## config.mk

```make
export PLATFORM = sky130hd
export DESIGN_NAME = cla_nibble_sequencer_flat
export DESIGN_NICKNAME = d
export VERILOG_FILES = /design/src/rtl/cla_nibble_sequencer_if.sv /design/src/rtl/cla_nibble_sequencer.sv /design/src/flat_wrapper.sv
export SDC_FILE = /design/constraint.sdc
export NUM_CORES = 1
export LEC_CHECK = 0
export CORE_ASPECT_RATIO = 0.8
export CORE_MARGIN = 2
export CORE_UTILIZATION = 47
export DETAILED_ROUTE_END_ITERATION = 16
export PLACE_DENSITY = 0.8
export SLEW_MARGIN = 20
export SYNTH_ARGS = -nofsm -noshare
export SYNTH_HDL_FRONTEND = slang
export SYNTH_SLANG_ARGS = --single-unit
```

## constraint.sdc

```tcl
create_clock -name clk -period 2 [get_ports clk]
set_clock_uncertainty 0.1 [all_clocks]
set_input_delay 0.2 -clock clk [delete_from_list [all_inputs] [get_ports clk]]
set_output_delay 0.2 -clock clk [all_outputs]
set_load 0.1 [all_outputs]
```

## src/rtl/cla_nibble_sequencer_if.sv

```systemverilog
// rtl/cla_nibble_sequencer_if.sv - operand/result handshakes and CLA slice port bundle
interface cla_nibble_sequencer_if #(
  parameter int WIDTH = 16
);
  logic             in_valid;
  logic             in_ready;
  logic [WIDTH-1:0] a;
  logic [WIDTH-1:0] b;
  logic             cin;
  logic             out_valid;
  logic             out_ready;
  logic [WIDTH-1:0] sum;
  logic             cout;
  logic             ovf;
  logic             all_p;
  logic             busy;
  logic [3:0]       cla_a;
  logic [3:0]       cla_b;
  logic             cla_cin;
  logic [3:0]       cla_s;
  logic             cla_cout;
  logic             cla_pg;
  logic             cla_gg;

  modport master (
    output in_valid, a, b, cin, out_ready, cla_s, cla_cout, cla_pg, cla_gg,
    input  in_ready, out_valid, sum, cout, ovf, all_p, busy, cla_a, cla_b, cla_cin
  );

  modport slave (
    input  in_valid, a, b, cin, out_ready, cla_s, cla_cout, cla_pg, cla_gg,
    output in_ready, out_valid, sum, cout, ovf, all_p, busy, cla_a, cla_b, cla_cin
  );
endinterface

```

## src/rtl/cla_nibble_sequencer.sv

```systemverilog
// rtl/cla_nibble_sequencer.sv - WIDTH-bit adder time-sharing one external 4-bit CLA slice
module cla_nibble_sequencer #(
  parameter int WIDTH = 16
) (
  input  logic                   clk,
  input  logic                   rst,
  cla_nibble_sequencer_if.slave  bus
);
  localparam int NIB = WIDTH / 4;
  localparam int IW  = $clog2(NIB);
  localparam logic [IW-1:0] LAST = IW'(NIB - 1);

  typedef enum logic [1:0] {
    IDLE = 2'b00,
    RUN  = 2'b01,
    DONE = 2'b10
  } state_t;

  state_t           state;
  logic [WIDTH-1:0] a_reg;
  logic [WIDTH-1:0] b_reg;
  logic [WIDTH-1:0] sum_reg;
  logic             carry;
  logic             allp_reg;
  logic [IW-1:0]    idx;
  logic             in_ready_r;
  logic             out_valid_r;
  logic             busy_r;

  always_ff @(posedge clk) begin
    if (rst) begin
      state       <= IDLE;
      a_reg       <= '0;
      b_reg       <= '0;
      sum_reg     <= '0;
      carry       <= 1'b0;
      allp_reg    <= 1'b0;
      idx         <= '0;
      in_ready_r  <= 1'b1;
      out_valid_r <= 1'b0;
      busy_r      <= 1'b0;
    end else begin
      case (state)
        IDLE: begin
          if (bus.in_valid) begin
            a_reg      <= bus.a;
            b_reg      <= bus.b;
            carry      <= bus.cin;
            allp_reg   <= 1'b1;
            idx        <= '0;
            state      <= RUN;
            in_ready_r <= 1'b0;
            busy_r     <= 1'b1;
          end
        end
        RUN: begin
          sum_reg[4*idx +: 4] <= bus.cla_s;
          carry               <= bus.cla_cout;
          allp_reg            <= allp_reg & bus.cla_pg;
          // idx parks on the last nibble instead of wrapping
          if (idx == LAST) begin
            state       <= DONE;
            busy_r      <= 1'b0;
            out_valid_r <= 1'b1;
          end else begin
            idx <= idx + IW'(1);
          end
        end
        DONE: begin
          if (bus.out_ready) begin
            state       <= IDLE;
            out_valid_r <= 1'b0;
            in_ready_r  <= 1'b1;
          end
        end
        default: begin
          state       <= IDLE;
          in_ready_r  <= 1'b1;
          out_valid_r <= 1'b0;
          busy_r      <= 1'b0;
        end
      endcase
    end
  end

  always_comb begin
    bus.cla_a   = 4'h0;
    bus.cla_b   = 4'h0;
    bus.cla_cin = 1'b0;
    if (state == RUN) begin
      bus.cla_a   = a_reg[4*idx +: 4];
      bus.cla_b   = b_reg[4*idx +: 4];
      bus.cla_cin = carry;
    end
  end

  assign bus.in_ready  = in_ready_r;
  assign bus.out_valid = out_valid_r;
  assign bus.busy      = busy_r;
  assign bus.sum       = sum_reg;
  assign bus.cout      = carry;
  assign bus.all_p     = allp_reg;
  assign bus.ovf       = (a_reg[WIDTH-1] == b_reg[WIDTH-1]) & (sum_reg[WIDTH-1] != a_reg[WIDTH-1]);

  // The slice's carry must agree with its own group generate/propagate terms
  a_slice_carry: assert property (@(posedge clk) disable iff (rst)
    bus.cla_cout == (bus.cla_gg | (bus.cla_pg & bus.cla_cin)));
endmodule

```

## src/flat_wrapper.sv

```systemverilog
// flat-port wrapper written by rule: the top's interface ports become plain ports
module cla_nibble_sequencer_flat 
#(
  parameter int WIDTH = 16
)
  (clk, rst, bus_in_valid, bus_a, bus_b, bus_cin, bus_out_ready, bus_cla_s, bus_cla_cout, bus_cla_pg, bus_cla_gg, bus_in_ready, bus_out_valid, bus_sum, bus_cout, bus_ovf, bus_all_p, bus_busy, bus_cla_a, bus_cla_b, bus_cla_cin);
  cla_nibble_sequencer_if #(.WIDTH(WIDTH)) bus_i ();
  input  logic clk;
  input  logic rst;
  input wire logic [$bits(bus_i.in_valid)-1:0] bus_in_valid;
  input wire logic [$bits(bus_i.a)-1:0] bus_a;
  input wire logic [$bits(bus_i.b)-1:0] bus_b;
  input wire logic [$bits(bus_i.cin)-1:0] bus_cin;
  input wire logic [$bits(bus_i.out_ready)-1:0] bus_out_ready;
  input wire logic [$bits(bus_i.cla_s)-1:0] bus_cla_s;
  input wire logic [$bits(bus_i.cla_cout)-1:0] bus_cla_cout;
  input wire logic [$bits(bus_i.cla_pg)-1:0] bus_cla_pg;
  input wire logic [$bits(bus_i.cla_gg)-1:0] bus_cla_gg;
  output wire logic [$bits(bus_i.in_ready)-1:0] bus_in_ready;
  output wire logic [$bits(bus_i.out_valid)-1:0] bus_out_valid;
  output wire logic [$bits(bus_i.sum)-1:0] bus_sum;
  output wire logic [$bits(bus_i.cout)-1:0] bus_cout;
  output wire logic [$bits(bus_i.ovf)-1:0] bus_ovf;
  output wire logic [$bits(bus_i.all_p)-1:0] bus_all_p;
  output wire logic [$bits(bus_i.busy)-1:0] bus_busy;
  output wire logic [$bits(bus_i.cla_a)-1:0] bus_cla_a;
  output wire logic [$bits(bus_i.cla_b)-1:0] bus_cla_b;
  output wire logic [$bits(bus_i.cla_cin)-1:0] bus_cla_cin;
  assign bus_i.in_valid = bus_in_valid;
  assign bus_i.a = bus_a;
  assign bus_i.b = bus_b;
  assign bus_i.cin = bus_cin;
  assign bus_i.out_ready = bus_out_ready;
  assign bus_i.cla_s = bus_cla_s;
  assign bus_i.cla_cout = bus_cla_cout;
  assign bus_i.cla_pg = bus_cla_pg;
  assign bus_i.cla_gg = bus_cla_gg;
  assign bus_in_ready = bus_i.in_ready;
  assign bus_out_valid = bus_i.out_valid;
  assign bus_sum = bus_i.sum;
  assign bus_cout = bus_i.cout;
  assign bus_ovf = bus_i.ovf;
  assign bus_all_p = bus_i.all_p;
  assign bus_busy = bus_i.busy;
  assign bus_cla_a = bus_i.cla_a;
  assign bus_cla_b = bus_i.cla_b;
  assign bus_cla_cin = bus_i.cla_cin;
  cla_nibble_sequencer #(.WIDTH(WIDTH)) u_core (.clk(clk), .rst(rst), .bus(bus_i));
endmodule
```

==> results.md <==
- Status: complete, no violations
- Vias in the first global route: 2,110
- Drt first pass iters: 4
- Via density: 5.28
- Pre-CTS setup slack: 0.221 ns
- Area grow syn2layout: 41.9%
- Synth top area cells: dfxtp_1 46%, nand2_1 11%, a21oi_1 7.7%, o32ai_1 6.0%, mux4_2 4.5%
- Grt total ovfl: 0
- Fillers: 373
- #FFs+latches synth: 57
- Distinct cells, synth: 29
- Syn Nets: 326
- CP peak stage delay: 0.48 ns
- Root Buffer: clkbuf_8
- First-pass GRT wire length: 9.74 mm
- Lkg Pwr: 1.34 nW
- Asr flop ratio synth: 0%
- Crit-path leading delay family: multiplexers
- Multi-input logic area: 1160 um2
- Initial drt markers: 148
- H-tree Lvls: 3
- Critical path's most frequent cell: buf_12
- Commonest cells in the netlist: 70 x nand2_1, 57 x dfxtp_1, 38 x a21oi_1, 20 x inv_1, 17 x o32ai_1
- Core area: 5040 um2
- Initial antenna violation count: 0
- Largest area contributor in the netlist: dfxtp_1
- Cell Count, Final, Fillers Out: 417
- CP max FO: 8
- CTS hold repair buffers: 0
- Post-route minimum period: 1.96 ns
- Ports: 75
- Max-cap violations: 0
- Placed cell areas: 3300 um2
- Mapped Cells: 277
- DR vias: 2,202
- Routed wire per std cell: 15.2 um
- Setup Viol. Count Final: 0
- Final slew viol count: 0
- Pwr dens: 807 nW/um2
- Clk sinks: 57
- Seq/Total Area, Yosys: 46.1%
- Largest net degree at the start of global routing: 56
- CP max-delay cell: mux4_2
- Crit-path cells: buf_12 > mux4_2 > nor2b_1 > buf_12
- Type of the most critical hold path: in -> reg
- Skew-Pair Late Insertion Delay: 0.34 ns
- NumNets Final: 399
- Die height: 68.9 um
- Post-route DRC: 0
- Yosys warnings: 0
- Primary FF master, synth: dfxtp_1
- Final instance area: 3510 um2
- Routed Antenna Nets: 0
- Final worst-path cycle share: 98.0%
- Starting Density: 49.2%
- Peak supply drop: 0.634 mV
- Most instantiated library cell after synthesis: nand2_1
- Relative slew slack: 62.6%
- Syn avg cell area: 8.94 um2
- Layout cells sized above 1: 21.4%
- CTS tree: built
- Row Count: 23
- Cell Area, Synth: 2480 um2
- Final Worst Setup Slack: 0.0393 ns
- CP endpoint kind: output pin
- Top cell type's share of synthesized area: 46.1%
- Num CTS Buffers: 9
- Drt total wl: 6.33 mm
- Fin. Hold Viols: 0
- Critical Path Start Type: register
- RSZ-0062 raised after global routing: yes
- Post-synth EDFFs: 0
- Buf/Inv on CP: 2
- Max Fclk: 510 MHz
- Seq. cell area: 1140 um2
- Diode count: 0
- Pwr Total: 2.84 mW
- Overall die width: 85.2 um
- GRT Total Usage: 22.3%
- Routability-driven placement congestion ratio: 0.753
- I/O Buffers: 73
- Detail Placement HPWL: 4.36 mm
- Max clock buf depth: 2
- Clk pin slew, worst setup/hold paths: 0.06 ns
- Die area: 5870 um2
- Crit path kind: reg -> out
- Placed cell count: 401
- Worst-Margin Slew: 0.562 ns
- Critical path data required time: 1.70 ns
- Worst hold slack: 0.108 ns
- Critical path arrival: 1.66 ns
## layout make-up
type	instances	area share (%)
sequential	57	32.5
tap	62	2.21
inverter	20	2.14
multi-input combinational	180	32.9
clock buffer	11	4.02
clock inverter	5	1.57
timing repair buffer	82	24.6
## path summary, 6_finish.rpt
check	from	end	slack (ns)	cells past startpoint
worst min-delay path	rst	u_core.bus.in_ready	0.11	3
worst max register to register	u_core.idx[0]	u_core.bus.sum[15]	0.21	5
worst min register to register	u_core.a_reg[5]	u_core.a_reg[5]	0.36	2
worst max-delay path	u_core.idx[0]	bus_cla_a[1]	0.04	4
## kinds of logic after synthesis
group	synth area share, %
flops	46.1
simple gates	19.7
compound gates	15.9
fa+ha+maj	2.53
mux	7.73
buf+inv	8.14
## layer usage
metal	vias up	wire length (um)	global-route usage [%]
met4	0	91	7.94
li1	1091	-	-
met5	-	0	0
met3	9	447	8.57
met1	1020	2660	25.9
met2	82	3140	38.2
## power breakdown
group          switching, mW  total (mW)  internal, mW
logic                  0.322       0.548         0.226
registers             0.0385        1.23          1.19
clock network          0.451        1.05         0.604
total                  0.812        2.84          2.02
## through the flow
step / utilization, % / TNS (ns)
2_1_floorplan: - / -2.60
3_3_place_gp: 65.5 / 0
3_5_place_dp: 65.5 / 0
4_1_cts: 69.4 / 0
5_1_grt: 69.8 / -0.0479
6_report: 69.8 / 0
## worst register-to-register path, stage by stage (launching register included)
cell and delay [ns]:
dfxtp_2 0.35, buf_4 0.17, ha_1 0.21, and3b_1 0.37, nand4b_1 0.30, o32ai_1 0.20
## layout by cell type (no fill, tap or decap), types with 4 or more instances in the layout
cell type / count
nand2_1: 70
a21oi_1: 38
inv_1: 20
mux4_2: 8
o32ai_1: 17
clkbuf_8: 10
and3b_1: 4
dfxtp_1: 55
clkdlybuf4s50_1: 41
buf_4: 28
nand2b_1: 5
nor2_1: 6
o21ai_0: 4
buf_12: 12
ha_1: 5
## timing repair
| action | CTS | global route |
|---|---|---|
| gates resized for setup | 7 | 5 |
| setup buffers | 0 | 0 |
| endpoints found under the setup margin | 8 | 8 |
| pin swaps | 0 | 0 |
Note: power is estimated with default switching activity, not from simulation.
